File: src/rtl/fre_div_prog.sv
`default_nettype none
// ============================================================================
// Module   : fre_div_prog
// Brief    : Runtime-programmable integer clock divider with 50% duty on odd
//            ratios, glitch-free ratio changes, clean start/stop and tick.
// Revision : 1.0 - initial release
// ============================================================================
module fre_div_prog #(
    parameter int WIDTH       = 8,
    parameter int DEFAULT_DIV = 2
) (
    input  logic             clk,
    input  logic             rst,
    input  logic             en,
    input  logic [WIDTH-1:0] div_in,
    input  logic             div_load,
    output logic             div_ack,
    output logic             div_err,
    output logic [WIDTH-1:0] div_cur,
    output logic             clk_d,
    output logic             tick
);

    localparam logic [WIDTH-1:0] C_DEFAULT_DIV = WIDTH'(DEFAULT_DIV);
    localparam logic [WIDTH-1:0] C_MIN_DIV     = WIDTH'(2);

    generate
        if ((DEFAULT_DIV < 2) ||
            (longint'(DEFAULT_DIV) > ((64'd1 << WIDTH) - 64'd1))) begin : g_bad_default_div
            $error("fre_div_prog: DEFAULT_DIV out of range for WIDTH");
        end
    endgenerate

    typedef enum logic [0:0] {
        ST_IDLE = 1'b0,
        ST_RUN  = 1'b1
    } state_t;

    state_t           r_state;
    logic [WIDTH-1:0] r_cnt;
    logic [WIDTH-1:0] r_div_cur;
    logic             r_pend_vld;
    logic [WIDTH-1:0] r_pend;
    logic             r_p;
    logic             r_n;
    logic             r_tick;
    logic             r_ack;
    logic             r_err;

    state_t           w_state_nxt;
    logic [WIDTH-1:0] w_cnt_nxt;
    logic [WIDTH-1:0] w_div_nxt;
    logic             w_pend_vld_nxt;
    logic [WIDTH-1:0] w_pend_nxt;
    logic             w_ack_nxt;
    logic             w_err_nxt;
    logic             w_p_nxt;
    logic             w_tick_nxt;
    logic [WIDTH-1:0] w_half;
    logic [WIDTH-1:0] w_last;
    logic             w_boundary;
    logic             w_load_ok;
    logic             w_load_bad;

    assign w_load_ok  = div_load && (div_in >= C_MIN_DIV);
    assign w_load_bad = div_load && (div_in <  C_MIN_DIV);
    assign w_last     = r_div_cur - 1'b1;
    assign w_boundary = (r_state == ST_RUN) && (r_cnt == w_last);

    always_comb begin
        w_state_nxt    = r_state;
        w_cnt_nxt      = r_cnt;
        w_div_nxt      = r_div_cur;
        w_pend_vld_nxt = r_pend_vld;
        w_pend_nxt     = r_pend;
        w_ack_nxt      = 1'b0;
        w_err_nxt      = w_load_bad;

        if (w_load_ok) begin
            w_pend_vld_nxt = 1'b1;
            w_pend_nxt     = div_in;
        end

        case (r_state)
            ST_IDLE: begin
                w_cnt_nxt = '0;
                if (r_pend_vld) begin
                    w_div_nxt      = r_pend;
                    w_ack_nxt      = 1'b1;
                    w_pend_vld_nxt = w_load_ok;
                end
                if (en) begin
                    w_state_nxt = ST_RUN;
                end
            end
            ST_RUN: begin
                if (w_boundary) begin
                    w_cnt_nxt = '0;
                    if (!en) begin
                        w_state_nxt = ST_IDLE;
                    end else if (w_load_ok) begin
                        // A load landing on the boundary edge bypasses the slot.
                        w_div_nxt      = div_in;
                        w_ack_nxt      = 1'b1;
                        w_pend_vld_nxt = 1'b0;
                    end else if (r_pend_vld) begin
                        w_div_nxt      = r_pend;
                        w_ack_nxt      = 1'b1;
                        w_pend_vld_nxt = 1'b0;
                    end
                end else begin
                    w_cnt_nxt = r_cnt + 1'b1;
                end
            end
            default: begin
                w_state_nxt = ST_IDLE;
                w_cnt_nxt   = '0;
            end
        endcase

        // Output phase is derived from the post-edge count and ratio so the
        // first high phase begins on the very edge that starts the period.
        w_half     = w_div_nxt >> 1;
        w_p_nxt    = (w_state_nxt == ST_RUN) && (w_cnt_nxt < w_half);
        w_tick_nxt = (w_state_nxt == ST_RUN) && (w_cnt_nxt == '0);
    end

    always_ff @(posedge clk or posedge rst) begin
        if (rst) begin
            r_state    <= ST_IDLE;
            r_cnt      <= '0;
            r_div_cur  <= C_DEFAULT_DIV;
            r_pend_vld <= 1'b0;
            r_pend     <= '0;
            r_p        <= 1'b0;
            r_tick     <= 1'b0;
            r_ack      <= 1'b0;
            r_err      <= 1'b0;
        end else begin
            r_state    <= w_state_nxt;
            r_cnt      <= w_cnt_nxt;
            r_div_cur  <= w_div_nxt;
            r_pend_vld <= w_pend_vld_nxt;
            r_pend     <= w_pend_nxt;
            r_p        <= w_p_nxt;
            r_tick     <= w_tick_nxt;
            r_ack      <= w_ack_nxt;
            r_err      <= w_err_nxt;
        end
    end

    // Half-cycle-late copy stretches the high phase by half a clk for odd N.
    always_ff @(negedge clk or posedge rst) begin
        if (rst) begin
            r_n <= 1'b0;
        end else begin
            r_n <= r_p;
        end
    end

    assign clk_d   = r_div_cur[0] ? (r_p | r_n) : r_p;
    assign tick    = r_tick;
    assign div_ack = r_ack;
    assign div_err = r_err;
    assign div_cur = r_div_cur;

endmodule
`default_nettype wire
File: config.mk
export PLATFORM = sky130hd
export DESIGN_NAME = fre_div_prog
export DESIGN_NICKNAME = d
export VERILOG_FILES = /design/src/rtl/fre_div_prog.sv
export SDC_FILE = /design/constraint.sdc
export NUM_CORES = 1
export LEC_CHECK = 0
export BUFFER_PORTS_ARGS = -buffer_cell sky130_fd_sc_hd__buf_2
export CORE_MARGIN = 2
export CORE_UTILIZATION = 52
export DETAILED_ROUTE_END_ITERATION = 7
export PLACE_DENSITY_LB_ADDON = 0.05
export SYNTH_ARGS = -nofsm -noshare
export SYNTH_HDL_FRONTEND = slang
export SYNTH_SLANG_ARGS = --single-unit
File: constraint.sdc
create_clock -name clk -period 3.35 [get_ports clk]
set_input_delay 0.335 -clock clk [delete_from_list [all_inputs] [get_ports clk]]
set_output_delay 0.335 -clock clk [all_outputs]
set_load 0.01 [all_outputs]
==> After elaboration in Yosys (flattened, before gate mapping) <==
Index checks and enable logic that the tools add are counted.
{ "op_classes": {"mux": 23, "bitwise_logic": 2, "magnitude_cmp": 3, "n_eq_ne": 3, "addsub": 2, "n_reduce_logical": 7} }
{ "op_table": {"columns": ["operator", "count"], "rows": [
  ["two-way mux 8 bit", 5],
  ["one-hot mux 8 bit (2 select lines)", 2],
  ["two-way mux 1 bit", 13],
  ["adder 8 x 1 -> 8 bit (second input constant)", 1],
  ["== test 8 bit", 1],
  ["greater-or-equal comparator 8 x 2 -> 1 bit (second input constant)", 1],
  ["logical NOT 8 bit", 1],
  ["< comparator 8 x 2 -> 1 bit (second input constant)", 1],
  ["< comparator 8 x 7 -> 1 bit", 1],
  ["subtractor 8 x 1 -> 8 bit (second input constant)", 1],
  ["one-hot mux 1 bit (2 select lines)", 3],
  ["logical AND 1 bit", 5],
  ["!= test 2 x 1 -> 1 bit (second input constant)", 1],
  ["!= test 2 bit (second input constant)", 1],
  ["AND reduction 2 bit", 1],
  ["inverter 1 bit", 1],
  ["OR 1 bit", 1]
]} }
{ "totals": {"output_inout_bits": 12, "register_bits": 31} }

==> Longest topological paths before layout <==
{ "logic_depth": {"word_depth": 8, "ltp_mapped": 15} }

==> flow_metrics.py <==
metrics = {
    "synth": {
        "ys_ff_latch": 31,
        "yosys_warnings": 0,
        "yosysTopAreaCellShare_pct": 36.59,
        "synthArstFlopShare_pct": 100.0,
        "synth_edf_count": 0,
        "avgSynthCellArea_um2": 9.014,
        "yosys.area.top_type": "dfrtp_1",
        "ys_seq_area_share_pct": 39.18,
        "syn_area_mm2": 0.001983,
        "ys.flop_type": "dfrtp_1",
        "synth_common_cells": "dfrtp_1 (29), nand2_1 (29), nor2_1 (15)",
        "syn_nets": 240,
        "synth.area.top_cells": "dfrtp_1 (37%), nand2_1 (5.5%), ha_1 (5.0%), mux2i_1 (4.0%), xor2_1 (3.5%)",
        "syn-instance-count": 220,
        "synth_cell_types": 46,
    },
    "timing": {
        "setup_viol": 0,
        "skew_ns": 0.005688,
        "maxSlewHeadroom_pct": 52.48,
        "rsz0062_at_grt": "true",
        "hold_violations": 0,
        "period_share_pct": 95.72,
        "fin_hold_ws_ns": 0.1464,
        "drv_slew": 0,
        "max_freq_ghz": 0.3119,
        "finalCriticalPeriod_ns": 3.207,
        "tightest_slew_ns": 0.7127,
    },
    "clock_tree": {
        "htree_levels": 2,
        "cts_buffers": 5,
        "clk_pin_slew_ns": 0.06,
        "root_buffer": "clkbuf_8",
        "clock_latency_ns": 0.29,
        "cts_tree": "built",
        "cts_hold_buf": 0,
        "cts.sinks": 31,
        "cts_buffer_depth": 2,
    },
    "critical_path": {
        "critPathRequiredTime_ns": 3.54,
        "r2r-start": "div_cur[1]$_DFF_PP1_",
        "worstSetupStartpoint": "div_cur[1]$_DFF_PP1_",
        "path_delay_family": "compound AO/OA/AOI/OAI gates",
        "cp_max_fo": 7,
        "cp-start-kind": "flop",
        "crit_path_end_kind": "flop",
        "crit_path_cell_trace": "inv_2, ha_4, nor3b_4, a21oi_2, o2111ai_2, a211o_1, nor3_4, a21oi_4, a221oi_2, ha_1, o211ai_1, nor2_1, o21a_1, a2111oi_4",
        "cp_slowest_cell": "dfstp_2",
        "arrival_ns": 3.39,
        "critPathKind": "reg -> reg",
        "slowest_delay_ns": 0.58,
        "path_buf_inv": 1,
    },
    "floorplan": {
        "fp-row-count": 22,
        "start_util_pct": 54.17,
        "die_area_mm2": 0.004324,
        "core_mm2": 0.003661,
        "io_pins": 24,
        "die_h_um": 65.76,
        "die_width_um": 65.76,
    },
    "detailed_routing": {
        "drc": 0,
        "drtAntennaViolNets": 0,
        "drt-pass1-iter-count": 4,
        "viasPerCell": 5.863,
        "num_vias": 1753,
        "wl_um": 4865,
        "drt-initial-drc-count": 129,
        "routedWlPerCell_um": 16.27,
    },
    "cells_and_area": {
        "fin_cells": 299,
        "syn_to_final_growth_pct": 21.58,
        "fill_cells": 297,
        "n_antenna_cell": 0,
        "drive_gt1_share_pct": 26.29,
        "final_area_mm2": 0.002411,
        "layout.nets": 270,
    },
    "placement": {
        "portBuffers": 23,
        "dp.cells": 284,
        "hpwl_um": 3478,
        "dpl_cell_area_mm2": 0.002148,
        "gp_congestion": 0.8883,
    },
    "global_route": {
        "grt_remaining_overflow": 0,
        "grt_pass1_vias": 1667,
        "track_usage_pct": 24.21,
        "antenna_found_initial": 0,
        "grt_max_degree": 31,
        "grt_first_pass_wirelength_um": 7879,
    },
    "hold_path": {
        "hp-class": "in -> async",
    },
    "power": {
        "p_leak_nw": 1.149,
        "ir_drop_mv": 0.4344,
        "total_power_w": 0.002227,
        "power_density_mw_per_mm2": 923.8,
    },
    "outcome": {
        "status": "finished clean",
    },
    "job": {
        "drv_cap": 0,
    },
}
## worst paths after layout
path | endpoint | slack (ns) | cells past startpoint
setup reg to reg | r_p$_DFF_PP0_ | 0.14 | 14
min in group clk | r_pend[0]$_DFFE_PP0P_ | 0.26 | 3
hold reg to reg | r_pend[3]$_DFFE_PP0P_ | 0.50 | 2
setup / recovery | r_p$_DFF_PP0_ | 0.14 | 14
hold / removal | r_cnt[3]$_DFF_PP0_ | 0.15 | 3
max in group asynchronous | r_n$_DFF_NP0_ | 1.78 | 2
## kinds of logic (layout without fill, tap and decap cells)
group	after synthesis	in the layout	share of synthesized area (%)
and+or+nand+nor	79	79	20.38
DFF	31	31	39.18
adders and majority gates	8	8	5.048
xor gates and xnor gates	14	14	6.183
buffers and inverters	25	56	5.237
AOI/OAI and AO/OA	55	55	19.94
muxes	8	8	4.038
## what timing repair did
action | 4_1_cts | 5_1_grt
resized for setup | 6 | 14
pin swaps | 0 | 16
setup buffers | 0 | 7
setup endpoints to repair | 1 | 1
## power breakdown
| group | switching [W] | internal, W | leakage [nW] |
|---|---|---|---|
| clock | 0.000141 | 0.000187 | 0.0515 |
| sequential | 0.000197 | 0.000496 | 0.374 |
| combinational | 0.000616 | 0.000589 | 0.723 |
| total | 0.000954 | 0.00127 | 1.15 |
## worst min-delay path, cell delays in order
cell	delay [ns]
buf_2	0.09
inv_1	0.06
buf_4	0.36
## stage by stage
stage               setup TNS (ns)  setup WS (ns)  utilization (%)
floorplan                        0        0.09142                -
global placement                 0         0.1107            58.68
detailed placement        -0.02220       -0.02220            58.68
CTS                              0       0.003867            62.47
global route              -0.01256       -0.01256            65.86
finish                           0         0.1435            65.86
## cell type report
cell class	count	area (um2)	share of cell area [%]
Inverter	11	41.29	1.713
Sequential cell	31	777.0	32.23
Tap cell	48	60.06	2.491
Timing Repair Buffer	37	221.5	9.185
Multi-Input combinational cell	164	1211	50.23
Clock buffer	8	100.1	4.152
## layer usage
metal	GRT usage [%]	wire, um
met1	31.13	2154
met2	39.14	2425
met4	10.68	110
met3	5.137	174
met5	0	0
## placed cells by master, fill, tap and decap left out, drive strengths merged, types with 4 or more instances in the layout
cell,n
buf,37
nand2,29
dfrtp,29
nor2,15
a21oi,13
o21ai,11
inv,11
and3,9
mux2i,8
xor2,8
ha,8
clkbuf,8
a221oi,7
xnor2,6
a221o,6
nand3,6
nor3,4
Note: power is estimated with default switching activity, not from simulation.
